$ cat config.mk
export PLATFORM = sky130hd
export DESIGN_NAME = matmul_flow_controller
export DESIGN_NICKNAME = d
export VERILOG_FILES = /design/src/rtl/matmul_flow_controller.sv
export SDC_FILE = /design/constraint.sdc
export NUM_CORES = 1
export LEC_CHECK = 0
export BUFFER_PORTS_ARGS = -buffer_cell sky130_fd_sc_hd__buf_2
export CORE_UTILIZATION = 41
export CTS_CLUSTER_SIZE = 24
export DETAILED_ROUTE_END_ITERATION = 7
export SLEW_MARGIN = 20
export SYNTH_ARGS = -nofsm -noshare
export SYNTH_HDL_FRONTEND = slang
export SYNTH_SLANG_ARGS = --single-unit
$ cat constraint.sdc
create_clock -name clk -period 5.8 [get_ports clk]
set_input_delay 1.16 -clock clk [delete_from_list [all_inputs] [get_ports clk]]
set_output_delay 1.16 -clock clk [all_outputs]
set_load 0.01 [all_outputs]
$ cat src/rtl/matmul_flow_controller.sv
// matmul_flow_controller: issues matmul row reads to the unified buffer and emits the
// matching accumulator writes once the rows have passed through the systolic array.
package matmul_pkg;
    localparam int BUFFER_ADDR_WIDTH = 8;
    localparam int ACCUMULATOR_ADDR_WIDTH = 8;
    localparam int LENGTH_WIDTH = 8;
    typedef struct packed {
        logic [1:0]                        opcode;
        logic [LENGTH_WIDTH-1:0]           length;
        logic [ACCUMULATOR_ADDR_WIDTH-1:0] acc_addr;
        logic [BUFFER_ADDR_WIDTH-1:0]      buffer_addr;
    } instr_type;
endpackage

module matmul_flow_controller
    import matmul_pkg::*;
#(
    parameter int MATRIX_WIDTH = 14
) (
    input  logic                              clk,
    input  logic                              rst,
    input  logic                              enable,
    input  instr_type                         instr,
    input  logic                              instr_enable,
    output logic [BUFFER_ADDR_WIDTH-1:0]      buf_read_addr,
    output logic                              buf_read_en,
    output logic                              mmu_sds_enable,
    output logic                              mmu_signed,
    output logic [ACCUMULATOR_ADDR_WIDTH-1:0] acc_addr,
    output logic                              acc_enable,
    output logic                              accumulate,
    output logic                              busy,
    output logic                              resource_busy
);
    localparam int D = MATRIX_WIDTH + 3;
    localparam int BW = BUFFER_ADDR_WIDTH;
    localparam int AW = ACCUMULATOR_ADDR_WIDTH;

    typedef enum logic {IDLE, RUN} state_t;
    state_t state, state_next;

    logic [BW-1:0]           buf_base;
    logic [AW-1:0]           acc_base;
    logic [LENGTH_WIDTH-1:0] count, last;
    logic                    acc_flag, sign_flag, sds, sds_signed;
    logic [D-1:0]            pipe_valid, pipe_acc;
    logic [AW-1:0]           pipe_addr [D];

    always_ff @(posedge clk) begin
        if (rst) state <= IDLE;
        else if (enable) state <= state_next;
    end

    always_comb begin
        state_next = state == IDLE ? (instr_enable ? RUN : IDLE)
                                   : (count == last ? IDLE : RUN);
    end

    always_comb begin
        busy           = state == RUN;
        buf_read_en    = busy;
        buf_read_addr  = busy ? buf_base + BW'(count) : '0;
        mmu_sds_enable = sds;
        mmu_signed     = sds_signed;
        acc_enable     = pipe_valid[D-1];
        acc_addr       = pipe_addr[D-1];
        accumulate     = pipe_acc[D-1];
        resource_busy  = busy | (|pipe_valid);
    end

    // Each delay stage carries its own addr/flag, so consecutive instructions can overlap.
    always_ff @(posedge clk) begin
        if (rst) begin
            buf_base   <= '0;
            acc_base   <= '0;
            count      <= '0;
            last       <= '0;
            acc_flag   <= 1'b0;
            sign_flag  <= 1'b0;
            sds        <= 1'b0;
            sds_signed <= 1'b0;
            pipe_valid <= '0;
            pipe_acc   <= '0;
            for (int i = 0; i < D; i++) pipe_addr[i] <= '0;
        end else if (enable) begin
            if (state == IDLE && instr_enable) begin
                buf_base  <= instr.buffer_addr;
                acc_base  <= instr.acc_addr;
                acc_flag  <= instr.opcode[0];
                sign_flag <= instr.opcode[1];
                count     <= '0;
                last      <= instr.length == '0 ? '0 : instr.length - 1'b1;
            end else if (busy) begin
                count <= count + 1'b1;
            end
            sds          <= busy;
            sds_signed   <= busy & sign_flag;
            pipe_valid   <= {pipe_valid[D-2:0], busy};
            pipe_acc     <= {pipe_acc[D-2:0], busy & acc_flag};
            pipe_addr[0] <= busy ? acc_base + AW'(count) : '0;
            for (int i = 1; i < D; i++) pipe_addr[i] <= pipe_addr[i-1];
        end
    end
endmodule

== After elaboration in Yosys (flattened, before gate mapping) ==
Memories as Yosys holds them, arrays and structs flattened.
Cells that the tools add are included.
W data, S select, Z words.

* Register bits after elaboration: 71
* Memory bits (writable): 136
* Bits of input ports: 30
* Output and inout bits: 23
* Word-level logic and storage cells: 74
* Memories kept: 1

{| class="wikitable"
|+ Memories
! name !! words !! width !! rd ports !! clocked after Yosys merged registers in !! wr ports !! line !! RTL
|-
| pipe_addr || 17 || 8 || 17 || 0 || 17 || 47 || <nowiki>logic [AW-1:0] pipe_addr [D];</nowiki>
|}

* Add/subtract/negate cells: 4
* Eq/ne operators: 1
* Multiplexer cells: 30
* Bitwise logic cells: 21
* Reductions and logical operators: 6

{| class="wikitable"
|+ Operators with widths
! kind !! number
|-
| $mux W8 || 22
|-
| $or A1 B1 Y1 || 18
|-
| $reduce_or A17 Y1 || 1
|-
| $add A8 B8 Y8 || 2
|-
| $add A8 B1 Y8 const B || 1
|-
| $eq A8 B8 Y1 || 1
|-
| $logic_not A8 Y1 || 1
|-
| $mux W1 || 8
|-
| $sub A8 B1 Y8 const B || 1
|-
| $reduce_and A2 Y1 || 2
|-
| $and A1 B1 Y1 || 2
|-
| $reduce_bool A2 Y1 || 1
|-
| $logic_and A1 B1 Y1 || 1
|-
| $not A1 Y1 || 1
|}

== Depth between registers and ports, before layout ==
Gate-level depths: netlist of the first run.

* Depth in word-level cells: 4
* Mapped depth: 6
* Gate-level depth less buffers: 6

== Worst setup path before layout of the first run ==
OpenSTA, ideal clock, no wires.

* Kind: input to register
* From: input port enable
* To: memory pipe_addr[0][0] in the netlist's numbering (enable)
* Library setup time: 0.489 ns
* Data arrival time: 4.241 ns
* Required time: 5.311 ns
* Setup slack: 1.070 ns
* Stages on the path: 4
* Buffers on the path: 2
* Path through: buf_2 > buf_2 > nor2_1 > inv_1

{| class="wikitable"
|+ RTL lines
! item !! line !! RTL
|-
| from (decl) || 22 || <nowiki>input logic enable,</nowiki>
|-
| to (decl) || 47 ||
|}

== Final worst setup path of the first run ==
* From: register state, in the netlist buf_read_en
* To: output port buf_read_addr[5]

* Word-level cells in the longest chain between the ends: 1

{| class="wikitable"
|+ Ends and longest elaborated chain
! item !! line !! RTL
|-
| from (decl) || 40 || <nowiki>state_t state, state_next;</nowiki>
|-
| from (signal assigned) || 51 || <nowiki>else if (enable) state <= state_next;</nowiki>
|-
| $mux W8 || 62 || <nowiki>buf_read_addr = busy ? buf_base + BW'(count) : '0;</nowiki>
|-
| to (decl) || 25 || <nowiki>output logic [BUFFER_ADDR_WIDTH-1:0] buf_read_addr,</nowiki>
|}

Every way passes these cells.

==> results of run 1 <==
[cell usage after synthesis, types with 10 or more instances]
cell,n,area (µm²)
edfxtp_1,136,4080
and2_1,132,826
dfxtp_1,70,1400
nor2_1,60,225
nand2_1,52,195
mux2i_1,35,350
a21oi_1,28,140
clkbuf_1,23,86.3
ha_1,17,213
xor2_1,13,114
buf_2,11,55.1
inv_1,10,37.5
[power groups by stage]
stage | sequential (mW) | clock, mW | combinational (mW)
2_1_floorplan | 1.68 | 0 | 0.108
3_3_place_gp | 1.69 | 0 | 0.140
3_5_place_dp | 1.69 | 0 | 0.146
4_1_cts | 1.66 | 1.31 | 0.146
5_1_grt | 1.66 | 1.37 | 0.162
6_report | 1.66 | 1.27 | 0.143
[flip-flops by register name, indices dropped and copies added (netlist names)]
name and count:
buf_base 8, mmu_signed 1, pipe_valid 17, buf_read_en 1, acc_flag 1, last 8, acc_base 8, count 8
pipe_addr 136, sign_flag 1, pipe_acc 17
[metrics by stage]
step	cells	setup slack (ns)	util, %	cell area, µm²	total power [mW]
finish	1017	2.13	47.5	9640	3.07
global route	1017	1.97	47.5	9640	3.19
CTS	1017	2.08	47.5	9640	3.12
detailed placement	978	2.18	44.2	8980	1.83
global placement	978	2.28	44.2	8980	1.83
floorplan	694	1.07	-	8530	1.79
[worst min-delay path: cells and delay by family, from the launching register on]
kind / cells / cell delay [ns]
flops: 1 / 0.31
simple gates: 1 / 0.05
compound gates: 1 / 0.05
[worst paths after layout]
| kind | end | slack, ns | cells past startpoint |
|---|---|---|---|
| setup / recovery | buf_read_addr[5] | 2.13 | 5 |
| hold / removal | acc_base[5] | 0.46 | 2 |
| setup reg to reg | pipe_addr[0][6] | 3.76 | 6 |
| hold reg to reg | acc_base[5] | 0.46 | 2 |
[cell type report]
type | instances | area (µm²)
timing repair buffer | 57 | 310
clock inverter | 7 | 30.0
sequential | 206 | 5490
multi-input combinational | 435 | 2810
fill | 1866 | 10700
tap | 270 | 338
clock buffer | 32 | 623
inverter | 10 | 40.0
[logic make-up (layout without fill, tap and decap cells)]
| group | Yosys count | after routing | synth area share, % |
|---|---|---|---|
| compound gates | 71 | 71 | 5.34 |
| xor+xnor | 18 | 18 | 1.85 |
| fa+ha+maj | 19 | 19 | 2.96 |
| buf+inv | 53 | 106 | 2.89 |
| flops | 206 | 206 | 64.3 |
| mux | 38 | 38 | 4.50 |
| simple gates | 289 | 289 | 18.2 |
[routing by layer]
| metal | routed length (µm) | up-vias | GRT usage (%) | share of wire (%) |
|---|---|---|---|---|
| met5 | 0 | - | 0 | 0 |
| met4 | 362 | 0 | 4.84 | 2.6 |
| met3 | 557 | 28 | 2.50 | 4.0 |
| met2 | 6510 | 90 | 21.9 | 46 |
| met1 | 6580 | 2361 | 18.0 | 47 |
| li1 | - | 2499 | - | - |
==> flow_summary.yaml, run 1 <==
min_path:
  min_from: "acc_base[5]"
  worst_hold_path_type: "flip-flop to flip-flop"
die:
  core_um2: 20300
  rows: 52
  fp.dieW_um: 146
  ios: 53
  dieArea_um2: 21400
  fp.dieH_um: 146
  start_util_pct: 42.0
timing:
  setup-violations-final: 0
  fin_tns_setup_ns: 0
  worst_pin_slew_ns: 0.969
  fin_crit_ns: 3.67
  slew_viol_final: 0
  fin_crit_sh_pct: 63.2
  hold_viol: 0
  rsz0062_at_grt: "no"
  hold_slack_ns: 0.463
  skew_ns: 0.0112
  slew_headroom_pct: 35.4
  fmax_mhz: 273
clocking:
  cts.hold.buffers_added: 0
  htree_levels: 1
  cts.repair.resized: 0
  cts_setup_buffers: 0
  cts_tree: "yes"
  cts.clk_slew.worst_paths_ns: 0.06
  clock_latency_ns: 0.49
  cts_buffers: 23
  cts_sinks: 206
  clockBufferDepth: 3
  cts_root_buf: "clkbuf_16"
cells_and_area:
  syn_to_final_growth_pct: 12.9
  fin_nets: 782
  final_common_cell: "edfxtp_1"
  antenna_cells: 0
  layout_common_cells: "edfxtp_1 (136), and2_1 (132), dfxtp_1 (70), nor2_1 (60)"
  drive_gt1_share_pct: 12.2
route:
  wl_per_cell_um: 13.8
  viasPerCell: 4.89
  drt-pass1-iter-count: 4
  ant_nets: 0
  num_vias: 4978
  drc_errors: 0
  routed_wl_um: 14000
  first_iter_violations: 299
logic_synthesis:
  synth_async_sr_flop_share_pct: 0
  synth_cell_types: 48
  ys_seq_elements: 206
  synth_area_um2: 8530
  ys_seq_area_share_pct: 64.3
  synth_ff_type: "edfxtp_1"
  syn-num-nets: 743
  yosys_warnings: 0
  avgSynthCellArea_um2: 12.3
  synth_enable_flop_cells: 136
  synthCells: 694
setup_path:
  cp-start-kind: "flip-flop"
  worst-path-buf-inv: 2
  r2r-start: "count[0]"
  crit_start: "buf_read_en"
  crit_path_cell_trace: "inv_1 > or4b_1 > o21ai_0 > a211o_1 > buf_2"
  critPathKind: "flip-flop to output port"
  endpoint_kind: "output port"
  path_max_fanout: 19
  arrival_ns: 2.51
  critPathRequiredTime_ns: 4.64
  slowest_stage: "dfxtp_1"
  crit_family: "flip-flops"
  slowest_delay_ns: 0.75
power:
  swShare_pct: 20.8
  p_int_mw: 2.43
  p_leak_nw: 3.93
  powerDensity_nw_per_um2: 318
  power_frac_clock_pct: 41.3
  comb_power_share_pct: 4.7
  switchingPower_uw: 637
  p_seq_share_pct: 54.0
  irDropWorstVdd_mv: 0.251
global_route:
  grt_max_degree: 82
  track_usage_pct: 13.5
  grt_pass1_wl_um: 23900
  grt_overflow_total: 0
  grt_pass1_vias: 4972
  antenna_found_initial: 0
outcome:
  outcome: "finished clean"
place:
  gp_congestion: 0.847
  dpl.hpwl_um: 8480
  port_buffers: 52
run:
  maxCapViolCount: 0
No activity file was read; power rests on OpenSTA's default activity.
==> run 2: changes to the inputs <==
==> constraint.sdc (replaced) <==
create_clock -name clk -period 3.2 [get_ports clk]
set_input_delay 0.64 -clock clk [delete_from_list [all_inputs] [get_ports clk]]
set_output_delay 0.64 -clock clk [all_outputs]
set_load 0.01 [all_outputs]
==> run 2 against run 1 <==
Net effect:
- clock skew is 0.0086 ns higher
- first-iteration DRC count is 3.3% lower
- die area stayed put
- highest routed layer unchanged
- combinational power is 90% higher
- critical path depth is 1 higher
- critical endpoint unchanged
==> flow_summary.yaml, run 2 (synthesis gave the netlist of run 1 again) <==
outcome:
  outcome: "finished clean"
setup_path:
  critPathKind: "flip-flop to output port"
  r2r_cells: 5
  path_max_fanout: 8
  cp-start-kind: "flip-flop"
  endpoint_kind: "output port"
  critPathRequiredTime_ns: 2.56
  arrival_ns: 2.38
cells_and_area:
  fin_nets: 790
  final_common_cell: "edfxtp_1"
  layout_common_cells: "edfxtp_1 (136), and2_1 (132), dfxtp_1 (70), nor2_1 (59)"
  antenna_cells: 0
  largest_reg_flops: 136
  seq_area_um2: 5490
  syn_to_final_growth_pct: 14.6
  fillers: 1835
  drive_gt1_share_pct: 13.7
  fin_util_pct: 48.2
  top_register: "pipe_addr"
  largestRegisters: "pipe_addr: 136 flops, pipe_acc: 17 flops, pipe_valid: 17 flops"
  multi_input_area_um2: 2820
global_route:
  grt_pass1_vias: 4990
  grt_max_degree: 52
  met1_usage_pct: 18.3
  grt_overflow_total: 0
  track_usage_pct: 13.8
  grt_pass1_wl_um: 24400
  antenna_found_initial: 0
  grt_busiest_layer: "met2"
  met3_usage_pct: 2.41
  use_met2_pct: 23.0
place:
  gp_congestion: 0.848
  port_buffers: 52
  dpl.hpwl_um: 9100
timing:
  hold_viol: 0
  hold_slack_ns: 0.383
  fin_crit_sh_pct: 94.3
  rsz0062_at_grt: "no"
  slew_viol_final: 0
  skew_ns: 0.0198
  fmax_mhz: 331
  fin_crit_ns: 3.02
  worst_pin_slew_ns: 0.774
  slew_headroom_pct: 48.4
  setup-violations-final: 0
run:
  maxCapViolCount: 0
route:
  num_vias: 5041
  routed_wl_um: 14300
  wl_per_cell_um: 13.9
  drc_errors: 0
  first_iter_violations: 289
  drt-pass1-iter-count: 4
  ant_nets: 0
  viasPerCell: 4.91
power:
  irDropWorstVdd_mv: 0.351
  powerDensity_nw_per_um2: 590
  p_leak_nw: 4.00
clocking:
  cts_root_buf: "clkbuf_16"
  cts_buffers: 23
  cts_sinks: 206
  cts.repair.resized: 0
  cts_setup_buffers: 0
  cts.clk_slew.worst_paths_ns: 0.06
  cts_tree: "yes"
  clockBufferDepth: 3
  clock_latency_ns: 0.50
  cts.hold.buffers_added: 0
  htree_levels: 1
die:
  rows: 52
  dieArea_um2: 21400
  start_util_pct: 42.0
  core_um2: 20300
  fp.dieW_um: 146
  fp.dieH_um: 146
  ios: 53
min_path:
  holdPathStages: 3
  worst_hold_path_type: "input pin to flip-flop"
==> run 2: path summary, 6_finish.rpt <==
kind | slack (ns) | to | start
hold / removal | 0.38 | buf_base[4] | instr[4]
hold reg to reg | 0.47 | acc_flag | acc_flag
setup / recovery | 0.18 | buf_read_addr[5] | count[1]
setup reg to reg | 1.22 | pipe_addr[0][7] | count[2]
==> run 2: routing by layer <==
metal / vias up / wire (µm)
met2: 106 / 6760
met5: - / 0
li1: 2512 / -
met1: 2395 / 6730
met4: 0 / 332
met3: 28 / 488
==> run 2: critical path, cell delays in order (launching register included) <==
cell and delay, ns:
dfxtp_1 0.55, ha_1 0.32, a211o_1 0.28, a21oi_1 0.27, nor4b_1 0.09, a211o_1 0.23, buf_2 0.14
==> run 2: where the power goes <==
group / internal, mW / leakage [nW] / switching, mW
Clock: 1.52 / 0.355 / 0.981
Combinational: 0.106 / 1.57 / 0.166
Sequential: 2.96 / 2.08 / 0.0399
Total: 4.59 / 4.00 / 1.19
==> run 2: metrics by stage <==
step / instances / setup TNS, ns / worst slack [ns] / cell area, µm² / power [mW]
6_report: 1027 / 0 / 0.181 / 9780 / 5.77
3_3_place_gp: 986 / 0 / 0.748 / 9060 / 3.32
2_1_floorplan: 694 / -28.90 / -0.213 / 8560 / 3.25
3_5_place_dp: 986 / 0 / 0.718 / 9060 / 3.33
5_1_grt: 1027 / 0 / 0.0277 / 9780 / 5.99
4_1_cts: 1027 / 0 / 0.184 / 9780 / 5.85
==> run 2: layout make-up <==
cell class / instances / area share (%)
Clock inverter: 8 / 0.896
Tap cell: 270 / 3.45
Multi-Input combinational cell: 435 / 28.8
Sequential cell: 206 / 56.1
Clock buffer: 33 / 6.42
Inverter: 10 / 0.422
Timing Repair Buffer: 65 / 3.92
